`src/rtl/instruction_fetch_unit_pkg.sv`:
```
// Shared widths, reset PC, fetch state encoding and PC-select codes for the
// instruction fetch unit.
package instruction_fetch_unit_pkg;

   localparam int                        IFU_ADDR_WIDTH = 5;
   localparam int                        IFU_DATA_WIDTH = 8;
   localparam logic [IFU_ADDR_WIDTH-1:0] IFU_RESET_PC   = '0;

   typedef enum logic [1:0] {
      FETCH_IDLE   = 2'd0,
      FETCH_REQ    = 2'd1,
      FETCH_HOLD   = 2'd2,
      FETCH_HALTED = 2'd3
   } fetch_state_e;

   typedef enum logic [1:0] {
      PC_KEEP = 2'd0,
      PC_INC1 = 2'd1,
      PC_INC2 = 2'd2,
      PC_LOAD = 2'd3
   } pc_sel_e;

endpackage

```
`src/rtl/instruction_fetch_unit_program_counter.sv`:
```
// Next-PC mux: keep, +1, +2 (skip) or jump target; arithmetic wraps at the
// address width.
module instruction_fetch_unit_program_counter
   import instruction_fetch_unit_pkg::*;
#(
   parameter int ADDR_WIDTH = IFU_ADDR_WIDTH
) (
   input  pc_sel_e               sel_i,
   input  logic [ADDR_WIDTH-1:0] pc_i,
   input  logic [ADDR_WIDTH-1:0] load_addr_i,
   output logic [ADDR_WIDTH-1:0] pc_next_o
);

   always_comb begin
      pc_next_o = pc_i;
      case (sel_i)
         PC_INC1: pc_next_o = pc_i + ADDR_WIDTH'(1);
         PC_INC2: pc_next_o = pc_i + ADDR_WIDTH'(2);
         PC_LOAD: pc_next_o = load_addr_i;
         default: pc_next_o = pc_i;
      endcase
   end

endmodule

```
`src/rtl/instruction_fetch_unit.sv`:
```
// Instruction fetch unit: PC, req/ack program-memory read, valid/ready
// delivery to the IR, with jump, skip and halt control.
//
// state        | meaning
// FETCH_IDLE   | between fetches; decides halt or next request
// FETCH_REQ    | mem_req high, waiting for mem_ack
// FETCH_HOLD   | instr_valid high, waiting for instr_ready
// FETCH_HALTED | stopped; only pc_load or reset leaves
module instruction_fetch_unit
   import instruction_fetch_unit_pkg::*;
#(
   parameter int                    ADDR_WIDTH = IFU_ADDR_WIDTH,
   parameter int                    DATA_WIDTH = IFU_DATA_WIDTH,
   parameter logic [ADDR_WIDTH-1:0] RESET_PC   = IFU_RESET_PC
) (
   input  logic                  clk_i,
   input  logic                  rst_ni,
   output logic                  mem_req_o,
   output logic [ADDR_WIDTH-1:0] mem_addr_o,
   input  logic                  mem_ack_i,
   input  logic [DATA_WIDTH-1:0] mem_rdata_i,
   output logic                  instr_valid_o,
   output logic [DATA_WIDTH-1:0] instr_data_o,
   output logic [ADDR_WIDTH-1:0] instr_pc_o,
   input  logic                  instr_ready_i,
   input  logic                  pc_load_i,
   input  logic [ADDR_WIDTH-1:0] pc_load_addr_i,
   input  logic                  pc_skip_i,
   input  logic                  halt_i,
   output logic                  halted_o
);

   fetch_state_e          state_q;
   logic [ADDR_WIDTH-1:0] pc_q;
   logic [ADDR_WIDTH-1:0] pc_d;
   logic                  mem_req_q;
   logic [ADDR_WIDTH-1:0] mem_addr_q;
   logic                  instr_valid_q;
   logic [DATA_WIDTH-1:0] instr_data_q;
   logic [ADDR_WIDTH-1:0] instr_pc_q;
   logic                  halted_q;
   logic                  squash_q;
   logic                  skip_pending_q;
   pc_sel_e               pc_sel;
   logic                  skip_any;

   always_comb begin
      pc_sel   = PC_KEEP;
      skip_any = skip_pending_q | pc_skip_i;
      case (state_q)
         FETCH_IDLE, FETCH_HOLD: begin
            if (pc_load_i)      pc_sel = PC_LOAD;
            else if (pc_skip_i) pc_sel = PC_INC1;
         end
         FETCH_REQ: begin
            if (pc_load_i) begin
               pc_sel = PC_LOAD;
            end else if (mem_ack_i) begin
               // A squashed fetch already sits at its jump target; only a skip moves it.
               if (squash_q) pc_sel = skip_any ? PC_INC1 : PC_KEEP;
               else          pc_sel = skip_any ? PC_INC2 : PC_INC1;
            end
         end
         FETCH_HALTED: begin
            if (pc_load_i) pc_sel = PC_LOAD;
         end
         default: pc_sel = PC_KEEP;
      endcase
   end

   instruction_fetch_unit_program_counter #(
      .ADDR_WIDTH (ADDR_WIDTH)
   ) u_program_counter (
      .sel_i       (pc_sel),
      .pc_i        (pc_q),
      .load_addr_i (pc_load_addr_i),
      .pc_next_o   (pc_d)
   );

   always_ff @(posedge clk_i or negedge rst_ni) begin
      if (!rst_ni) begin
         state_q        <= FETCH_IDLE;
         pc_q           <= RESET_PC;
         mem_req_q      <= 1'b0;
         mem_addr_q     <= RESET_PC;
         instr_valid_q  <= 1'b0;
         instr_data_q   <= '0;
         instr_pc_q     <= '0;
         halted_q       <= 1'b0;
         squash_q       <= 1'b0;
         skip_pending_q <= 1'b0;
      end else begin
         pc_q <= pc_d;
         case (state_q)
            FETCH_IDLE: begin
               if (pc_load_i) begin
                  state_q        <= FETCH_REQ;
                  mem_req_q      <= 1'b1;
                  mem_addr_q     <= pc_d;
                  instr_valid_q  <= 1'b0;
                  skip_pending_q <= 1'b0;
               end else if (halt_i) begin
                  state_q  <= FETCH_HALTED;
                  halted_q <= 1'b1;
               end else begin
                  state_q    <= FETCH_REQ;
                  mem_req_q  <= 1'b1;
                  mem_addr_q <= pc_d;
               end
            end
            FETCH_REQ: begin
               if (mem_ack_i) begin
                  mem_req_q      <= 1'b0;
                  squash_q       <= 1'b0;
                  skip_pending_q <= 1'b0;
                  if (squash_q || pc_load_i) begin
                     state_q <= FETCH_IDLE;
                  end else begin
                     instr_data_q  <= mem_rdata_i;
                     instr_pc_q    <= pc_q;
                     instr_valid_q <= 1'b1;
                     state_q       <= FETCH_HOLD;
                  end
               end else if (pc_load_i) begin
                  // Memory still owns the old address; keep mem_addr and drop the byte later.
                  squash_q       <= 1'b1;
                  skip_pending_q <= 1'b0;
               end else if (pc_skip_i) begin
                  skip_pending_q <= 1'b1;
               end
            end
            FETCH_HOLD: begin
               if (pc_load_i) begin
                  instr_valid_q  <= 1'b0;
                  skip_pending_q <= 1'b0;
                  state_q        <= FETCH_REQ;
                  mem_req_q      <= 1'b1;
                  mem_addr_q     <= pc_d;
               end else if (instr_valid_q && instr_ready_i) begin
                  instr_valid_q <= 1'b0;
                  if (halt_i) begin
                     state_q  <= FETCH_HALTED;
                     halted_q <= 1'b1;
                  end else begin
                     state_q    <= FETCH_REQ;
                     mem_req_q  <= 1'b1;
                     mem_addr_q <= pc_d;
                  end
               end
            end
            FETCH_HALTED: begin
               if (pc_load_i) begin
                  halted_q       <= 1'b0;
                  skip_pending_q <= 1'b0;
                  state_q        <= FETCH_REQ;
                  mem_req_q      <= 1'b1;
                  mem_addr_q     <= pc_d;
               end
            end
            default: state_q <= FETCH_IDLE;
         endcase
      end
   end

   assign mem_req_o     = mem_req_q;
   assign mem_addr_o    = mem_addr_q;
   assign instr_valid_o = instr_valid_q;
   assign instr_data_o  = instr_data_q;
   assign instr_pc_o    = instr_pc_q;
   assign halted_o      = halted_q;

   // Registered outputs track the state one-to-one.
   a_req_in_req : assert property (@(posedge clk_i) disable iff (!rst_ni)
      mem_req_q == (state_q == FETCH_REQ));
   a_valid_in_hold : assert property (@(posedge clk_i) disable iff (!rst_ni)
      instr_valid_q == (state_q == FETCH_HOLD));
   a_halted_state : assert property (@(posedge clk_i) disable iff (!rst_ni)
      halted_q == (state_q == FETCH_HALTED));
   a_addr_stable : assert property (@(posedge clk_i) disable iff (!rst_ni)
      (mem_req_q && !mem_ack_i) |=> $stable(mem_addr_q));

endmodule

```
`config.mk`:
```
export PLATFORM = sky130hd
export DESIGN_NAME = instruction_fetch_unit
export DESIGN_NICKNAME = d
export VERILOG_FILES = /design/src/rtl/instruction_fetch_unit_pkg.sv /design/src/rtl/instruction_fetch_unit_program_counter.sv /design/src/rtl/instruction_fetch_unit.sv
export SDC_FILE = /design/constraint.sdc
export NUM_CORES = 1
export LEC_CHECK = 0
export CORE_MARGIN = 2
export CORE_UTILIZATION = 51
export CTS_BUF_LIST = sky130_fd_sc_hd__clkbuf_16
export DETAILED_ROUTE_END_ITERATION = 10
export HOLD_SLACK_MARGIN = 0.05
export PLACE_DENSITY = 0.84
export SYNTH_ARGS = -nofsm -noshare
export SYNTH_HDL_FRONTEND = slang
export SYNTH_HIERARCHICAL = 1
export SYNTH_SLANG_ARGS = --single-unit
```
`constraint.sdc`:
```
create_clock -name clk_i -period 5 [get_ports clk_i]
set_clock_uncertainty 0.2 [all_clocks]
set_input_delay 1.25 -clock clk_i [delete_from_list [all_inputs] [get_ports clk_i]]
set_output_delay 1.25 -clock clk_i [all_outputs]
set_load 0.005 [all_outputs]
```
==> impl_results.md <==
- Critical path peak fanout: 12
- Final-report setup violation count: 0
- Crit Reg-Reg Startpoint: state_q[1]
- Crit path DAT: 3360 ps
- Placed instance count: 187
- Mux cell area share after synthesis: 18.84%
- # Max-Cap Violations: 0
- DP Worst Slack: 1299 ps
- Routed Antenna Nets: 0
- Total die area: 0.003378 mm2
- CP Class: input pin to flop
- Finished Cell Area: 0.002031 mm2
- Final Cycle Share: 68.18%
- Core area: 0.002781 mm2
- Fin cells: 195
- CP startpoint: pc_skip_i
- Vias: 1,068
- Die Y: 58.12 um
- HP Class: flop to flop
- Initial antenna violation count: 0
- CTS tree: done
- Area of the mapped netlist: 0.001494 mm2
- Post-cts gate resize count: 0
- Setup TNS: 0 ps
- RSZ-0062 raised after global routing: false
- Register area share after synthesis: 50.25%
- First-pass iteration count of the detailed router: 4
- Worst-path cell chain: clkdlybuf4s50_1 > or2_2 > ha_1 > nand4b_1 > nand2_1 > nor3b_1 > mux2i_1 > o211ai_1 > mux2_2
- # fillers: 219
- Synthesis-stage register bit count: 30
- Final #Nets: 186
- DP HPWL: 2033 um
- Layout cells sized above 1: 20.73%
- CTS clk-pin slew, worst paths: 50 ps
- CTS H-tree depth: 2
- Fmax: 0.2934 GHz
- Hold Fails Final Rpt: 0
- Count of cell types in the netlist: 37
- Area fraction in compound gates after synthesis: 9.883%
- Initial Util: 53.71%
- Post-synthesis adder-cell area fraction: 2.513%
- Critical path startpoint category: input pin
- Post-Synth Simple-Gate Area: 13.48%
- Worst path max stage delay: 440 ps
- Drt via density: 5.477
- IO buf count: 40
- Final GP Congestion: 0.7330
- Worst Slack Setup Final: 1591 ps
- Leakage: 0.9062 nW
- HP Start: instr_pc_o[2]
- Total Wirelength: 2786 um
- P per Cell Area: 579.7 mW/mm2
- Syn Inst Count: 120
- Die X: 58.12 um
- Routed WL per cell: 14.29 um
- Main synth FF type: dfrtp_1
- First-pass GRT wire length: 4698 um
- Clock Tree Buf Depth: 2
- Post-CTS Setup Repair Bufs: 0
- Peak supply drop: 0.0004621 V
- Crit path time final: 3409 ps
- # diodes: 0
- CP Capture Type: flop
- Hold slack: 301.9 ps
- Num CTS Buffers: 5
- Slew Viols, Final: 0
- Row count: 19
- Vias in the first global route: 1,015
- Worst EP required: 4950 ps
- Post-CTS Hold Buffers: 0
- Total power draw: 1.177 mW
- Area growth, synth to finish: 35.93%
- Main combinational cell family by area after synthesis: multiplexers
- Ys async rst share: 100.0%
- Xor and xnor fraction of the mapped netlist area: 1.173%
- Largest net degree at the start of global routing: 31
- Max_slew headroom: 67.78%
- DR DRC count: 0
- Fin util: 73.01%
- Total GRT Usage: 19.17%
- DP Area: 0.001894 mm2
- Slew @ Worst Pin: 481.8 ps
- Root Buffer: clkbuf_16
- Slowest cell on crit path: clkdlybuf4s50_1
- Grt ovf: 0
- IO Count: 41
- Initial drt markers: 31
- Yosys warnings: 6
- Outcome: finished, final reports clean
- Worst-Skew Late Latency: 270 ps
- Post-Syn Nets: 143
- Syn Area/Cell: 12.45 um2
- Number of synthesized flops with an enable pin: 0
- Clock sink total: 30
## path summary, 6_finish.rpt
path / slack [ps] / cells after the start / to
max: 1590 / 9 / mem_addr_o[4]
min: 300 / 1 / instr_pc_o[2]
max reg2reg: 2440 / 7 / mem_addr_o[2]
min reg2reg: 300 / 1 / instr_pc_o[2]
max in group asynchronous: 3160 / 2 / pc_q[1]
min in group asynchronous: 1160 / 2 / instr_valid_o
## critical path: cells and delay by family
kind	cells	cell delay (ps)
buffers and inverters	1	440
AOI/OAI and AO/OA	1	120
and+or+nand+nor	4	860
adders and majority gates	1	270
muxes	2	410
## Yosys cell counts, types with 2 or more instances
cell type	count	area share, %
a21oi_1	8	2.7
nor2_1	7	1.8
ha_1	3	2.5
mux2_4	10	10
inv_1	3	0.75
mux2_2	8	6.0
o21ai_0	5	1.7
a21bo_2	2	1.3
nand3_1	4	1.3
buf_6	3	2.3
nor3_1	2	0.67
mux2i_1	3	2.0
nand2_1	7	1.8
and2b_2	2	1.2
dfrtp_1	30	50
xor2_1	2	1.2
## where the power goes
group	internal (mW)	switching, mW
logic	0.311	0.156
clock network	0.178	0.0907
registers	0.357	0.0850
## final cells by class
cell class                      count  area, um2  area share (%)
Sequential cell                    30      750.7           36.97
Inverter                            3      11.26          0.5545
Tap cell                           31      38.79           1.910
Multi-Input combinational cell     82      685.7           33.76
Clock inverter                      3      11.26          0.5545
Timing Repair Buffer               41      407.9           20.09
Clock buffer                        5      125.1           6.161
## cell families (layout without fill, tap and decap cells)
kind of cell | Yosys count | in the layout
compound gates | 21 | 21
xor+xnor | 2 | 2
fa+ha+maj | 3 | 3
buf+inv | 8 | 52
flops | 30 | 30
mux | 22 | 22
simple gates | 34 | 34
## layer usage
layer | global-route usage, % | wire length, um
met1 | 24.23 | 1229
met2 | 28.73 | 1288
met3 | 7.143 | 223
met4 | 9.967 | 44
met5 | 0 | 0
## flip-flops by register name (all words and copies together) (netlist names)
name and cells:
skip_pending_q 1, instr_pc_o 5, instr_valid_o 1, squash_q 1, mem_req_o 1, halted_o 1
mem_addr_o 5, pc_q 5, instr_data_o 8, state_q 2
## cells in the final DEF, fill, tap and decap left out, types with 2 or more instances in the layout
cell	synthesis	final
mux2_2	8	8
inv_1	3	3
clkdlybuf4s50_1	0	40
mux2_4	10	10
a21bo_2	2	2
a21oi_1	8	8
clkbuf_16	0	5
and2b_2	2	2
clkinv_1	0	3
nor3_1	2	2
ha_1	3	3
nor2_1	7	7
xor2_1	2	2
nand2_1	7	7
nand3_1	4	4
mux2i_1	3	3
o21ai_0	5	5
dfrtp_1	30	30
(Power assumes the default switching activity.)
